$ cat src/rtl/vector_test_host.sv
// Vector test host: replays a stored stimulus table into an attached DUT,
// compares its responses against masked expected values and reports the
// result through sticky pass/fail flags.
//
// state   | meaning
// --------+------------------------------------------------------------
// S_IDLE  | DUT held in reset, table writable, waiting for start
// S_RUN   | one vector per cycle on dut_in, responses being checked
// S_DRAIN | stimulus done, waiting LATENCY cycles for the last checks
// S_PASS  | run finished with no mismatch, table writable
// S_FAIL  | run finished with at least one mismatch, table writable
module vector_test_host #(
   parameter int IN_WIDTH     = 2,
   parameter int OUT_WIDTH    = 1,
   parameter int N_TESTS      = 4,
   parameter int LATENCY      = 0,
   parameter int STOP_ON_FAIL = 0,
   parameter int AW           = 8
) (
   input  logic                 sys_clk,
   input  logic                 sys_rst_n,
   input  logic [31:0]          cycle_count,
   input  logic                 start,
   input  logic                 wr_en,
   input  logic [AW-1:0]        wr_addr,
   input  logic [IN_WIDTH-1:0]  wr_stim,
   input  logic [OUT_WIDTH-1:0] wr_exp,
   input  logic [OUT_WIDTH-1:0] wr_mask,
   output logic                 sys_success,
   output logic                 sys_fail,
   output logic [15:0]          err_count,
   output logic [AW-1:0]        first_err_idx,
   output logic                 clk,
   output logic                 reset,
   output logic [IN_WIDTH-1:0]  dut_in,
   input  logic [OUT_WIDTH-1:0] dut_out
);

   // Table is sized to a power of two so it can be indexed by the low bits of idx.
   localparam int            IW         = (N_TESTS > 1) ? $clog2(N_TESTS) : 1;
   localparam int            DEPTH      = 1 << IW;
   localparam logic [AW-1:0] LAST_IDX   = AW'(N_TESTS - 1);
   localparam logic [2:0]    DRAIN_LOAD = (LATENCY > 0) ? 3'(LATENCY - 1) : 3'd0;

   typedef enum logic [2:0] {S_IDLE, S_RUN, S_DRAIN, S_PASS, S_FAIL} state_t;

   state_t               state, state_nxt;
   logic [AW-1:0]        idx, idx_nxt;
   logic                 issue;
   logic [2:0]           drain_cnt;
   logic                 idle_like, running, wr_ok, start_ok, mism, flush;

   logic [IN_WIDTH-1:0]  stim_mem [DEPTH];
   logic [OUT_WIDTH-1:0] exp_mem  [DEPTH];
   logic [OUT_WIDTH-1:0] mask_mem [DEPTH];

   // Stage 0 lines up with dut_in; stage LATENCY lines up with the response.
   logic                 pv    [LATENCY+1];
   logic [OUT_WIDTH-1:0] pexp  [LATENCY+1];
   logic [OUT_WIDTH-1:0] pmask [LATENCY+1];
   logic [AW-1:0]        pidx  [LATENCY+1];

   assign clk       = sys_clk;
   assign reset     = (state == S_IDLE);
   assign idle_like = (state == S_IDLE) || (state == S_PASS) || (state == S_FAIL);
   assign running   = (state == S_RUN) || (state == S_DRAIN);
   assign wr_ok     = wr_en && idle_like && (32'(wr_addr) < N_TESTS);
   assign start_ok  = start && idle_like;
   assign mism      = running && pv[LATENCY] &&
                      (((dut_out ^ pexp[LATENCY]) & pmask[LATENCY]) != '0);
   assign flush     = !((state_nxt == S_RUN) || (state_nxt == S_DRAIN));

   // Next state, next vector index and whether a vector is launched this edge.
   always_comb begin
      state_nxt = state;
      idx_nxt   = idx;
      issue     = 1'b0;
      case (state)
         S_IDLE, S_PASS, S_FAIL: begin
            if (start) begin
               state_nxt = S_RUN;
               idx_nxt   = '0;
               issue     = 1'b1;
            end
         end
         S_RUN: begin
            if ((STOP_ON_FAIL != 0) && mism) begin
               state_nxt = S_FAIL;
            end else if (idx == LAST_IDX) begin
               if (LATENCY == 0)
                  state_nxt = ((err_count != 16'd0) || mism) ? S_FAIL : S_PASS;
               else
                  state_nxt = S_DRAIN;
            end else begin
               idx_nxt = idx + 1'b1;
               issue   = 1'b1;
            end
         end
         S_DRAIN: begin
            if ((STOP_ON_FAIL != 0) && mism)
               state_nxt = S_FAIL;
            else if (drain_cnt == 3'd0)
               state_nxt = ((err_count != 16'd0) || mism) ? S_FAIL : S_PASS;
         end
         default: state_nxt = S_IDLE;
      endcase
   end

   // State, stimulus, drain timer, result flags and error bookkeeping.
   always_ff @(posedge sys_clk or negedge sys_rst_n) begin
      if (!sys_rst_n) begin
         state         <= S_IDLE;
         idx           <= '0;
         dut_in        <= '0;
         drain_cnt     <= 3'd0;
         sys_success   <= 1'b0;
         sys_fail      <= 1'b0;
         err_count     <= 16'd0;
         first_err_idx <= '0;
      end else begin
         state       <= state_nxt;
         idx         <= idx_nxt;
         dut_in      <= issue ? stim_mem[idx_nxt[IW-1:0]] : '0;
         sys_success <= (state_nxt == S_PASS);
         sys_fail    <= (state_nxt == S_FAIL);
         if ((state_nxt == S_DRAIN) && (state != S_DRAIN))
            drain_cnt <= DRAIN_LOAD;
         else if ((state == S_DRAIN) && (drain_cnt != 3'd0))
            drain_cnt <= drain_cnt - 1'b1;
         if (start_ok) begin
            err_count     <= 16'd0;
            first_err_idx <= '0;
         end else if (mism) begin
            if (err_count != 16'hFFFF)
               err_count <= err_count + 16'd1;
            if (err_count == 16'd0)
               first_err_idx <= pidx[LATENCY];
         end
      end
   end

   // Valid bits of the check pipeline; in-flight checks vanish when a run ends.
   always_ff @(posedge sys_clk or negedge sys_rst_n) begin
      if (!sys_rst_n) begin
         for (int i = 0; i <= LATENCY; i++) pv[i] <= 1'b0;
      end else if (flush) begin
         for (int i = 0; i <= LATENCY; i++) pv[i] <= 1'b0;
      end else begin
         pv[0] <= issue;
         for (int i = 1; i <= LATENCY; i++) pv[i] <= pv[i-1];
      end
   end

   // Expected value, mask and index travelling alongside the valid bits.
   always_ff @(posedge sys_clk) begin
      pexp[0]  <= exp_mem[idx_nxt[IW-1:0]];
      pmask[0] <= mask_mem[idx_nxt[IW-1:0]];
      pidx[0]  <= idx_nxt;
      for (int i = 1; i <= LATENCY; i++) begin
         pexp[i]  <= pexp[i-1];
         pmask[i] <= pmask[i-1];
         pidx[i]  <= pidx[i-1];
      end
   end

   // Vector table; not reset so a loaded table survives a reset.
   always_ff @(posedge sys_clk) begin
      if (wr_ok) begin
         stim_mem[wr_addr[IW-1:0]] <= wr_stim;
         exp_mem[wr_addr[IW-1:0]]  <= wr_exp;
         mask_mem[wr_addr[IW-1:0]] <= wr_mask;
      end
   end

`ifndef SYNTHESIS
   // Simulation log of every miscompare and of each run outcome.
   always @(posedge sys_clk) begin
      if (sys_rst_n && mism)
         $display("[vth] cycle %0d: idx %0d dut_in %h dut_out %h exp %h differ",
                  cycle_count, pidx[LATENCY], dut_in, dut_out, pexp[LATENCY]);
      if (sys_rst_n && (state_nxt == S_PASS) && (state != S_PASS))
         $display("[vth] cycle %0d: run complete, all vectors matched", cycle_count);
      if (sys_rst_n && (state_nxt == S_FAIL) && (state != S_FAIL))
         $display("[vth] cycle %0d: run complete with miscompares", cycle_count);
   end
`endif

endmodule

$ cat config.mk
export PLATFORM = sky130hd
export DESIGN_NAME = vector_test_host
export DESIGN_NICKNAME = d
export VERILOG_FILES = /design/src/rtl/vector_test_host.sv
export SDC_FILE = /design/constraint.sdc
export NUM_CORES = 1
export LEC_CHECK = 0
export BUFFER_PORTS_ARGS = -buffer_cell sky130_fd_sc_hd__buf_2
export CORE_UTILIZATION = 48
export CTS_CLUSTER_SIZE = 24
export DETAILED_ROUTE_END_ITERATION = 8
export PLACE_DENSITY = 0.75
export REMOVE_ABC_BUFFERS = 1
export SYNTH_ARGS = -nofsm -noshare
export SYNTH_HDL_FRONTEND = slang
export SYNTH_SLANG_ARGS = --single-unit
$ cat constraint.sdc
create_clock -name sys_clk -period 2 [get_ports sys_clk]
set_input_delay 0.2 -clock sys_clk [delete_from_list [all_inputs] [get_ports sys_clk]]
set_output_delay 0.2 -clock sys_clk [all_outputs]
set_load 0.01 [all_outputs]
==> qor.yml <==
status: "finished, violations left"
violations: "setup timing"
hold_end: "state[2]"
syn_to_final_growth_pct: 30.22
drt-vias-per-instance: 5.603
top_layer: "met4"
via_count: 2964
portBuffers: 46
wl_met1_mm: 3.473
route.met2.wl_mm: 3.991
p_sw_share_pct: 38.95
avgRoutedWirePerCell_um: 15.17
cp_max_fo: 5
hold_viol_final: 0
required_ns: 2.38
antenna_cells: 0
grt_pass1_wl_mm: 13.12
met3WireLength_um: 402
ys_types: 55
synth_top_flop_cell: "dfrtp_1"
place.gp.congestion: 0.8890
yosysWarnings: 0
min_path_type: "in2reg"
drt_iter0_markers: 212
intPower_mw: 3.825
grt_max_degree: 44
drc_errors: 0
io_pins: 79
dp_cells: 502
clk_pin_slew_ns: 0.08
final_cells: 529
crit_type: "reg2reg"
p_leak_nw: 1.898
rr_worst_depth: 6
grt_overflow: 0
min_from: "start"
track_usage_pct: 23.43
avgSynthCellArea_um2: 10.01
rr_endpoint: "dut_in[1]"
final_cell_mix: "46 x buf_2, 43 x dfrtp_1, 43 x buf_4"
cts_tree: "done"
clk_latency_ns: 0.46
timing.slew.headroom_pct: 63.46
fin_crit_sh_pct: 101.5
r2r_setup_slack_ns: -0.03
postPlaceCellArea_mm2: 0.003959
setup.worst_path.end_class: "flip-flop"
die_area_mm2: 0.007369
final_common_cell: "buf_2"
wl_mm: 8.025
ant_nets: 0
netlist_instances: 337
holdPathStages: 4
ys_seq_area_share_pct: 52.06
layout_min_cycle_time_ns: 2.030
pwr-share-seq_pct: 29.2
p_per_area_mw_per_mm2: 1426
die_x_um: 85.85
start_kind: "flip-flop"
finalSetupViolCount: 4
max_freq_mhz: 492.5
rsz0062_at_grt: "true"
nFillCells: 546
rows: 30
cp-startpoint: "idx[4]"
arrival_ns: 2.41
fin_ws_ns: -0.03028
syn_area_mm2: 0.003374
antenna_found_initial: 0
hold_ws_ns: 0.1057
maxSlewViolCount: 0
worstReg2RegStart: "idx[4]"
synth_edf_count: 16
maxCapViolations: 0
nets: 482
p_switching_mw: 2.440
grt_pass1_vias: 2813
core_mm2: 0.006794
dpl.hpwl_mm: 5.435
irDropWorstVdd_v: 0.0007173
power.share.combinational_pct: 48.2
clkPwrFrac_pct: 22.5
ys_ff_latch: 69
worst_slew_pin_slew_ns: 0.5481
drive_above_1_share_pct: 30.72
final_area_mm2: 0.004394
first_pass_iters: 4
fin_skew_ns: 0.01148
async_flop_share_pct: 62.32
start_util_pct: 49.67
fin_util_pct: 64.68
fp.dieH_um: 85.85
-- power groups by stage --
stage	clock network, mW	registers, mW	logic, mW
detailed placement	0.0302	1.85	2.75
CTS	1.45	1.83	2.90
finish	1.41	1.83	3.02
global route	1.50	1.86	3.28
floorplan	0	1.98	1.42
global placement	0.0302	1.85	2.66
-- per-stage QoR --
step | setup WS (ns) | power, mW | TNS, ns
floorplan | -0.4092 | 3.403 | -5.941
global placement | -0.04560 | 4.541 | -0.1181
detailed placement | -0.1704 | 4.630 | -0.4895
CTS | -0.05550 | 6.176 | -0.09083
global route | -0.07758 | 6.640 | -0.3541
finish | -0.03028 | 6.265 | -0.05311
-- cell families after synthesis --
group / share of synthesized area [%]
and+or+nand+nor: 22.14
muxes: 1.780
buffers and inverters: 4.079
xor gates and xnor gates: 3.374
adders and majority gates: 1.854
AOI/OAI and AO/OA: 14.72
DFF: 52.06
-- what timing repair did --
action,CTS,global route
pin swaps,7,3
setup buffers,2,0
setup endpoints to repair,7,38
hold buffers,5,0
hold endpoints to repair,59,0
cloned,1,0
resized for setup,14,12
-- state kept, by name, indices dropped and copies added, names as in the netlist --
signal and count:
pv 1, sys_success 1, pidx 8, pmask 1
sys_fail 1, idx 8, err_count 16, mask_mem 4
state 3, dut_in 2, stim_mem 8, first_err_idx 8
exp_mem 4, pexp 1, drain_cnt 3
-- synth_stat cells (3+ instances only) --
| master | count | area, um2 |
|---|---|---|
| buf_6 | 3 | 33.78 |
| dfxtp_1 | 10 | 200.2 |
| nand3_1 | 19 | 95.09 |
| o2111ai_1 | 8 | 70.07 |
| ha_1 | 5 | 62.56 |
| xor2_1 | 3 | 26.28 |
| xnor2_1 | 10 | 87.58 |
| mux2i_1 | 6 | 60.06 |
| nor3_1 | 16 | 80.08 |
| or4_1 | 6 | 45.04 |
| and2_1 | 3 | 18.77 |
| edfxtp_1 | 16 | 480.5 |
| nand2_1 | 38 | 142.6 |
| dfrtp_1 | 43 | 1076 |
| clkbuf_1 | 13 | 48.80 |
| nor2_1 | 18 | 67.56 |
| a21oi_1 | 3 | 15.01 |
| nor4_1 | 5 | 31.28 |
| nor2b_1 | 5 | 31.28 |
| o311ai_0 | 6 | 52.55 |
| a31oi_1 | 11 | 68.82 |
| o21ai_0 | 25 | 125.1 |
| nand4_1 | 8 | 50.05 |
| nand2b_1 | 3 | 18.77 |
| inv_1 | 9 | 33.78 |
| o31ai_1 | 5 | 37.54 |
-- final cells by class --
class                   count  area, um2  area share (%)
clock buffers              14      195.2           4.442
clock inverters             6      68.82           1.566
inverters                  10      37.54          0.8542
multi-input cells         240       1598           36.36
flip-flops and latches     69       1757           39.98
well taps                  96      120.1           2.733
repair buffers             94      618.1           14.07
-- critical path: stages (launching register included) --
cell and delay (ns):
dfrtp_1 0.41, buf_4 0.15, or4_4 0.56, or4_1 0.50, o311ai_0 0.12, a31oi_1 0.07, o22ai_1 0.13
-- layer usage --
metal,GRT usage (%),up-vias
met4,13.64,0
met2,38.47,103
li1,-,1443
met1,28.74,1400
met3,4.812,18
met5,0,-
-- how the worst max path moves through the flow --
| stage | endpoint | slack [ns] | depth (start not counted) |
|---|---|---|---|
| global route | dut_in[1] | -0.08 | 6 |
| floorplan | first_err_idx[0] | -0.41 | 6 |
| detailed placement | dut_in[0] | -0.17 | 6 |
| global placement | dut_in[0] | -0.05 | 6 |
| CTS | dut_in[0] | -0.06 | 5 |
| finish | dut_in[1] | -0.03 | 6 |
Power figures use the tool's default switching activity.
